===== src/rtl/serial_add_seq_if.sv =====
// rtl/serial_add_seq_if.sv - operand/result handshake and bit-serial adder link for serial_add_seq
//
// Purpose: bundles every non-clock, non-reset signal of serial_add_seq.
//   op_valid/op_ready, a, b     : operand handshake (a, b unsigned, N bits)
//   res_valid/res_ready, res    : result handshake (res is N+1 bits, carry in bit N)
//   busy                        : high whenever the sequencer is not idle
//   add_x/add_y/add_clr/add_sum : link to the external bit-serial adder
// Modports: slave = sequencer side, master = operand source / result sink / adder side.

interface serial_add_seq_if #(
  parameter int N = 8
);
  logic         op_valid;
  logic         op_ready;
  logic [N-1:0] a;
  logic [N-1:0] b;
  logic         add_x;
  logic         add_y;
  logic         add_clr;
  logic         add_sum;
  logic         res_valid;
  logic         res_ready;
  logic [N:0]   res;
  logic         busy;

  modport slave (
    input  op_valid, a, b, res_ready, add_sum,
    output op_ready, res_valid, res, busy, add_x, add_y, add_clr
  );

  modport master (
    output op_valid, a, b, res_ready, add_sum,
    input  op_ready, res_valid, res, busy, add_x, add_y, add_clr
  );
endinterface


===== src/rtl/serial_add_seq.sv =====
// rtl/serial_add_seq.sv - sequencer feeding an external bit-serial adder, LSB first
//
// Purpose: accepts two N-bit unsigned operands, clears the external adder,
// streams the operand bits LSB first plus two zero flush steps, and gathers
// the registered sum bits into an N+1 bit result held until taken.
// Ports:
//   clk  : clock, all state changes on the rising edge
//   rst  : synchronous active-low reset
//   bus  : serial_add_seq_if.slave (operand/result handshakes, busy, adder link)

module serial_add_seq #(
  parameter int N = 8
) (
  input  logic             clk,
  input  logic             rst,
  serial_add_seq_if.slave  bus
);

  localparam int KW = $clog2(N + 2);

  typedef enum logic [1:0] {
    IDLE   = 2'd0,
    CLEAR  = 2'd1,
    STREAM = 2'd2,
    DONE   = 2'd3
  } state_t;

  state_t        state;
  state_t        state_nxt;
  logic [KW-1:0] k;
  logic [N-1:0]  a_q;
  logic [N-1:0]  b_q;
  logic [N:0]    res_q;
  logic          bit_a;
  logic          bit_b;
  logic          last_step;

  assign last_step = (k == KW'(N + 1));
  assign bus.res   = res_q;

  // Operand bit for step k; steps N and N+1 fall outside the loop and
  // stay zero, which is what flushes the carry out of the adder.
  always_comb begin
    bit_a = 1'b0;
    bit_b = 1'b0;
    for (int i = 0; i < N; i++) begin
      if (k == KW'(i)) begin
        bit_a = a_q[i];
        bit_b = b_q[i];
      end
    end
  end

  always_ff @(posedge clk) begin
    if (!rst) begin
      state <= IDLE;
    end else begin
      state <= state_nxt;
    end
  end

  always_comb begin
    state_nxt     = state;
    bus.op_ready  = 1'b0;
    bus.res_valid = 1'b0;
    bus.busy      = 1'b1;
    bus.add_x     = 1'b0;
    bus.add_y     = 1'b0;
    // Holding the adder in clear for the whole reset means an operation
    // aborted mid-stream cannot leave a carry behind.
    bus.add_clr   = !rst;
    case (state)
      IDLE: begin
        bus.op_ready = 1'b1;
        bus.busy     = 1'b0;
        if (bus.op_valid) begin
          state_nxt = CLEAR;
        end
      end
      CLEAR: begin
        bus.add_clr = 1'b1;
        state_nxt   = STREAM;
      end
      STREAM: begin
        bus.add_x = bit_a;
        bus.add_y = bit_b;
        if (last_step) begin
          state_nxt = DONE;
        end
      end
      DONE: begin
        bus.res_valid = 1'b1;
        if (bus.res_ready) begin
          state_nxt = IDLE;
        end
      end
      default: state_nxt = IDLE;
    endcase
  end

  always_ff @(posedge clk) begin
    if (!rst) begin
      k     <= '0;
      a_q   <= '0;
      b_q   <= '0;
      res_q <= '0;
    end else begin
      case (state)
        IDLE: begin
          if (bus.op_valid) begin
            a_q <= bus.a;
            b_q <= bus.b;
          end
        end
        CLEAR: begin
          k <= '0;
        end
        STREAM: begin
          if (!last_step) begin
            k <= k + KW'(1);
          end
          // The adder answers one cycle late, so step k returns bit k-1;
          // the final step therefore lands the flushed carry in bit N.
          for (int i = 0; i <= N; i++) begin
            if (k == KW'(i + 1)) begin
              res_q[i] <= bus.add_sum;
            end
          end
        end
        default: begin
        end
      endcase
    end
  end

endmodule

===== src/flat_wrapper.sv =====
// flat-port wrapper written by rule: the top's interface ports become plain ports
module serial_add_seq_flat 
#(
  parameter int N = 8
)
  (clk, rst, bus_op_valid, bus_a, bus_b, bus_res_ready, bus_add_sum, bus_op_ready, bus_res_valid, bus_res, bus_busy, bus_add_x, bus_add_y, bus_add_clr);
  serial_add_seq_if #(.N(N)) bus_i ();
  input  logic clk;
  input  logic rst;
  input wire logic [$bits(bus_i.op_valid)-1:0] bus_op_valid;
  input wire logic [$bits(bus_i.a)-1:0] bus_a;
  input wire logic [$bits(bus_i.b)-1:0] bus_b;
  input wire logic [$bits(bus_i.res_ready)-1:0] bus_res_ready;
  input wire logic [$bits(bus_i.add_sum)-1:0] bus_add_sum;
  output wire logic [$bits(bus_i.op_ready)-1:0] bus_op_ready;
  output wire logic [$bits(bus_i.res_valid)-1:0] bus_res_valid;
  output wire logic [$bits(bus_i.res)-1:0] bus_res;
  output wire logic [$bits(bus_i.busy)-1:0] bus_busy;
  output wire logic [$bits(bus_i.add_x)-1:0] bus_add_x;
  output wire logic [$bits(bus_i.add_y)-1:0] bus_add_y;
  output wire logic [$bits(bus_i.add_clr)-1:0] bus_add_clr;
  assign bus_i.op_valid = bus_op_valid;
  assign bus_i.a = bus_a;
  assign bus_i.b = bus_b;
  assign bus_i.res_ready = bus_res_ready;
  assign bus_i.add_sum = bus_add_sum;
  assign bus_op_ready = bus_i.op_ready;
  assign bus_res_valid = bus_i.res_valid;
  assign bus_res = bus_i.res;
  assign bus_busy = bus_i.busy;
  assign bus_add_x = bus_i.add_x;
  assign bus_add_y = bus_i.add_y;
  assign bus_add_clr = bus_i.add_clr;
  serial_add_seq #(.N(N)) u_core (.clk(clk), .rst(rst), .bus(bus_i));
endmodule

===== config.mk =====
export PLATFORM = sky130hd
export DESIGN_NAME = serial_add_seq_flat
export DESIGN_NICKNAME = d
export VERILOG_FILES = /design/src/rtl/serial_add_seq_if.sv /design/src/rtl/serial_add_seq.sv /design/src/flat_wrapper.sv
export SDC_FILE = /design/constraint.sdc
export NUM_CORES = 1
export LEC_CHECK = 0
export ABC_AREA = 0
export CAP_MARGIN = 5
export CORE_ASPECT_RATIO = 0.8
export CORE_MARGIN = 1.5
export CORE_UTILIZATION = 46
export CTS_BUF_LIST = sky130_fd_sc_hd__clkbuf_4 sky130_fd_sc_hd__clkbuf_8
export DETAILED_ROUTE_END_ITERATION = 7
export PLACE_DENSITY = 0.83
export SETUP_SLACK_MARGIN = 0.3
export SLEW_MARGIN = 20
export SYNTH_ARGS = -nofsm -noshare
export SYNTH_HDL_FRONTEND = slang
export SYNTH_SLANG_ARGS = --single-unit

===== constraint.sdc =====
create_clock -name clk -period 1.7 [get_ports clk]
set_input_delay 0.34 -clock clk [delete_from_list [all_inputs] [get_ports clk]]
set_output_delay 0.34 -clock clk [all_outputs]
set_load 0.02 [all_outputs]

==> summary.md <==
| Metric | Value |
|---|---|
| Core Box Area | 3150 um2 |
| Max Fclk | 488 MHz |
| Worst r2r dst | u_core.state[1] |
| Synth warnings | 0 |
| Max_slew headroom | 76.7% |
| Synth unique cells | 26 |
| Worst min-delay path endpoint | u_core.b_q[5] |
| Worst-path maximum fanout | 8 |
| Drt pass-1 iters | 4 |
| FF+latch count, synth | 31 |
| Initial core utilization | 49.3% |
| Hold path start | u_core.b_q[5] |
| Site Rows | 18 |
| Drt wl/cell | 17.4 um |
| Worst Max-Slew Pin Slew | 348 ps |
| Slew Limit Fails | 0 |
| Hold buffers post-CTS | 0 |
| Layout Nets | 301 |
| Antenna violations before repair | 0 |
| Drt initial violations | 71 |
| IO Port Bufs | 35 |
| CTS tree | yes |
| Die ar. | 3740 um2 |
| Critical Path Start Type | flop |
| Maxcap violations | 0 |
| Worst Reg-to-Reg Cells | 11 |
| Switching Fraction | 36.5% |
| Required time of the critical path | 1360 ps |
| Sequential area share after synthesis | 39.9% |
| Placement Cell Area | 2150 um2 |
| Worst Hold Depth | 2 |
| Total track usage | 27.1% |
| Post-route ant nets | 0 |
| Setup Skew | 10.2 ps |
| P per Cell Area | 1260 nW/um2 |
| Worst Path Arrival | 1710 ps |
| Main flop type after synthesis | dfxtp_1 |
| Number of inserted diodes | 0 |
| Total gr overflow | 0 |
| Die X | 68.0 um |
| Chip height | 55.0 um |
| Clk Latency, worst-skew pair | 290 ps |
| Post-synth EDFFs | 0 |
| Setup-failing EPs final | 8 |
| Violated checks | setup timing |
| Vias in the first global route | 1597 |
| Final instance area | 2700 um2 |
| Syn nets | 233 |
| Area of the mapped netlist | 1560 um2 |
| CP endpoint kind | output pin |
| Net Sw Power | 1.24 mW |
| Final HPWL DP | 2840 um |
| Final period util | 121% |
| Drt via density | 5.71 |
| H-tree Lvls | 2 |
| Status | finished, violations left |
| Final Hold Fails | 0 |
| Layout fillers | 166 |
| Final WL | 5450 um |
| Clock Sinks | 31 |
| Area grow syn2layout | 73.6% |
| Comb power frac | 53.1% |
| DRC | 0 |
| DR vias | 1788 |
| Sequential fraction of design power | 27.3% |
| Clock network fraction of total power | 19.6% |
| First-pass GRT wire length | 7270 um |
| Largest net degree at the start of global routing | 17 |
| Post-route setup TNS | -1360 ps |
| Worst vdd ir | 1.20 mV |
| Root Buffer | clkbuf_8 |
| TritonCTS buffer count | 5 |
| Leak Pwr | 1.13 nW |
| Fraction of registers with async set/reset | 0% |
| Syn_area_per_cell | 7.62 um2 |
| Clk pin slew, worst setup/hold paths | 70 ps |
| Routability cong. | 0.907 |
| R2R Path Start | u_core.k[1] |
| Fin util | 85.6% |
| CTS Buffer Depth | 2 |
| Final min period | 2050 ps |
| Share of layout cells above drive strength 1 | 42.9% |
| Crit path kind | flop to output pin |
| Pint | 2.16 mW |
| R2r setup slk | -210 ps |
| RSZ-0062 raised after global routing | true |
| IO Count | 36 |
| Worst setup margin | -351 ps |
| Synth Instances | 204 |
| Hold crit path type | flop to flop |
## how the worst max path moves through the flow
stage               slack (ps)  cells after the start   startpoint        end
floorplan                   90                      7  u_core.k[1]  bus_add_y
global placement          -390                      7  u_core.k[1]  bus_add_x
detailed placement        -490                      7  u_core.k[0]  bus_add_y
CTS                       -270                      7  u_core.k[1]  bus_add_y
global route              -460                      7  u_core.k[1]  bus_add_y
finish                    -350                      7  u_core.k[1]  bus_add_x
## critical path, cell delays in order, from the launching register on
cell and delay [ps]:
dfxtp_4 380, buf_6 130, ha_4 190, a21oi_2 130
o21ai_1 110, a31oi_1 230, o22ai_2 110, buf_6 140
## cell usage after synthesis, types with 5 or more instances
library cell	number	area share, %
mux2i_1	8	5.1
dfxtp_1	31	40
ha_1	8	6.4
nand3_1	8	2.6
buf_2	5	1.6
inv_1	10	2.4
nand2_1	47	11
o21ai_0	5	1.6
a211oi_1	5	2.4
nor2_1	15	3.6
clkbuf_1	9	2.2
a21oi_1	29	9.3
nand2b_1	5	2.0
## layout make-up
type / count / area [um2] / share of cell area, %
tap: 40 / 50.0 / 1.85
timing repair buffer: 75 / 739 / 27.4
clock buffer: 8 / 104 / 3.85
sequential: 31 / 632 / 23.4
inverter: 10 / 52.6 / 1.95
multi-input combinational: 149 / 1120 / 41.6
## sequential cells by signal (all words and copies together), names as in the netlist
register        flops
u_core.k            4
u_core.b_q          8
u_core.state        2
u_core.a_q          8
u_core.bus.res      9
## timing repair
action,in CTS,in global routing
pin swaps,16,23
resized for setup,79,48
setup endpoints to repair,39,33
buffers inserted,14,3
## per-layer routing
layer,up-vias,share of wire [%],GRT usage [%]
met3,26,6.5,5.87
met2,84,49,46.4
met4,0,4.7,18.0
met5,-,0,0
li1,824,-,-
met1,854,40,30.8
## kinds of logic after synthesis
logic type / after synthesis / synth area share, %
DFF: 31 / 39.9
and+or+nand+nor: 86 / 24.9
adders and majority gates: 8 / 6.44
muxes: 9 / 5.87
AOI/OAI and AO/OA: 46 / 16.7
buffers and inverters: 24 / 6.19
## layout by cell type, fill, tap and decap left out, drive strengths merged
cell,n
dfxtp,31
a31oi,2
o22ai,2
mux2,1
and3b,1
buf,46
nor2b,2
nand3b,2
clkbuf,8
a222oi,1
o21a,1
and2,1
a211oi,5
a41oi,1
dlygate4sd2,9
clkdlybuf4s50,20
inv,10
nor2,15
a21oi,29
ha,8
o21ai,5
mux2i,8
nand2b,5
nor3,2
and3,3
nand3,8
nand2,47
## stage by stage
step | power [mW] | instances | worst slack [ps] | hold slack (ps)
after floorplan | 1.65 | 204 | 87.0 | 431
final | 3.40 | 313 | -351 | 457
after CTS | 3.06 | 310 | -274 | 458
after global placement | 2.02 | 288 | -393 | 442
after detailed placement | 2.06 | 288 | -493 | 450
after global routing | 3.53 | 313 | -465 | 470
## power by group through the flow
stage	sequential [mW]	combinational [mW]	clock (mW)
floorplan	0.913	0.732	0
global placement	0.910	1.11	0
detailed placement	0.917	1.14	0
CTS	0.912	1.49	0.657
global route	0.934	1.91	0.690
finish	0.930	1.81	0.668
Note: power is estimated with default switching activity, not from simulation.
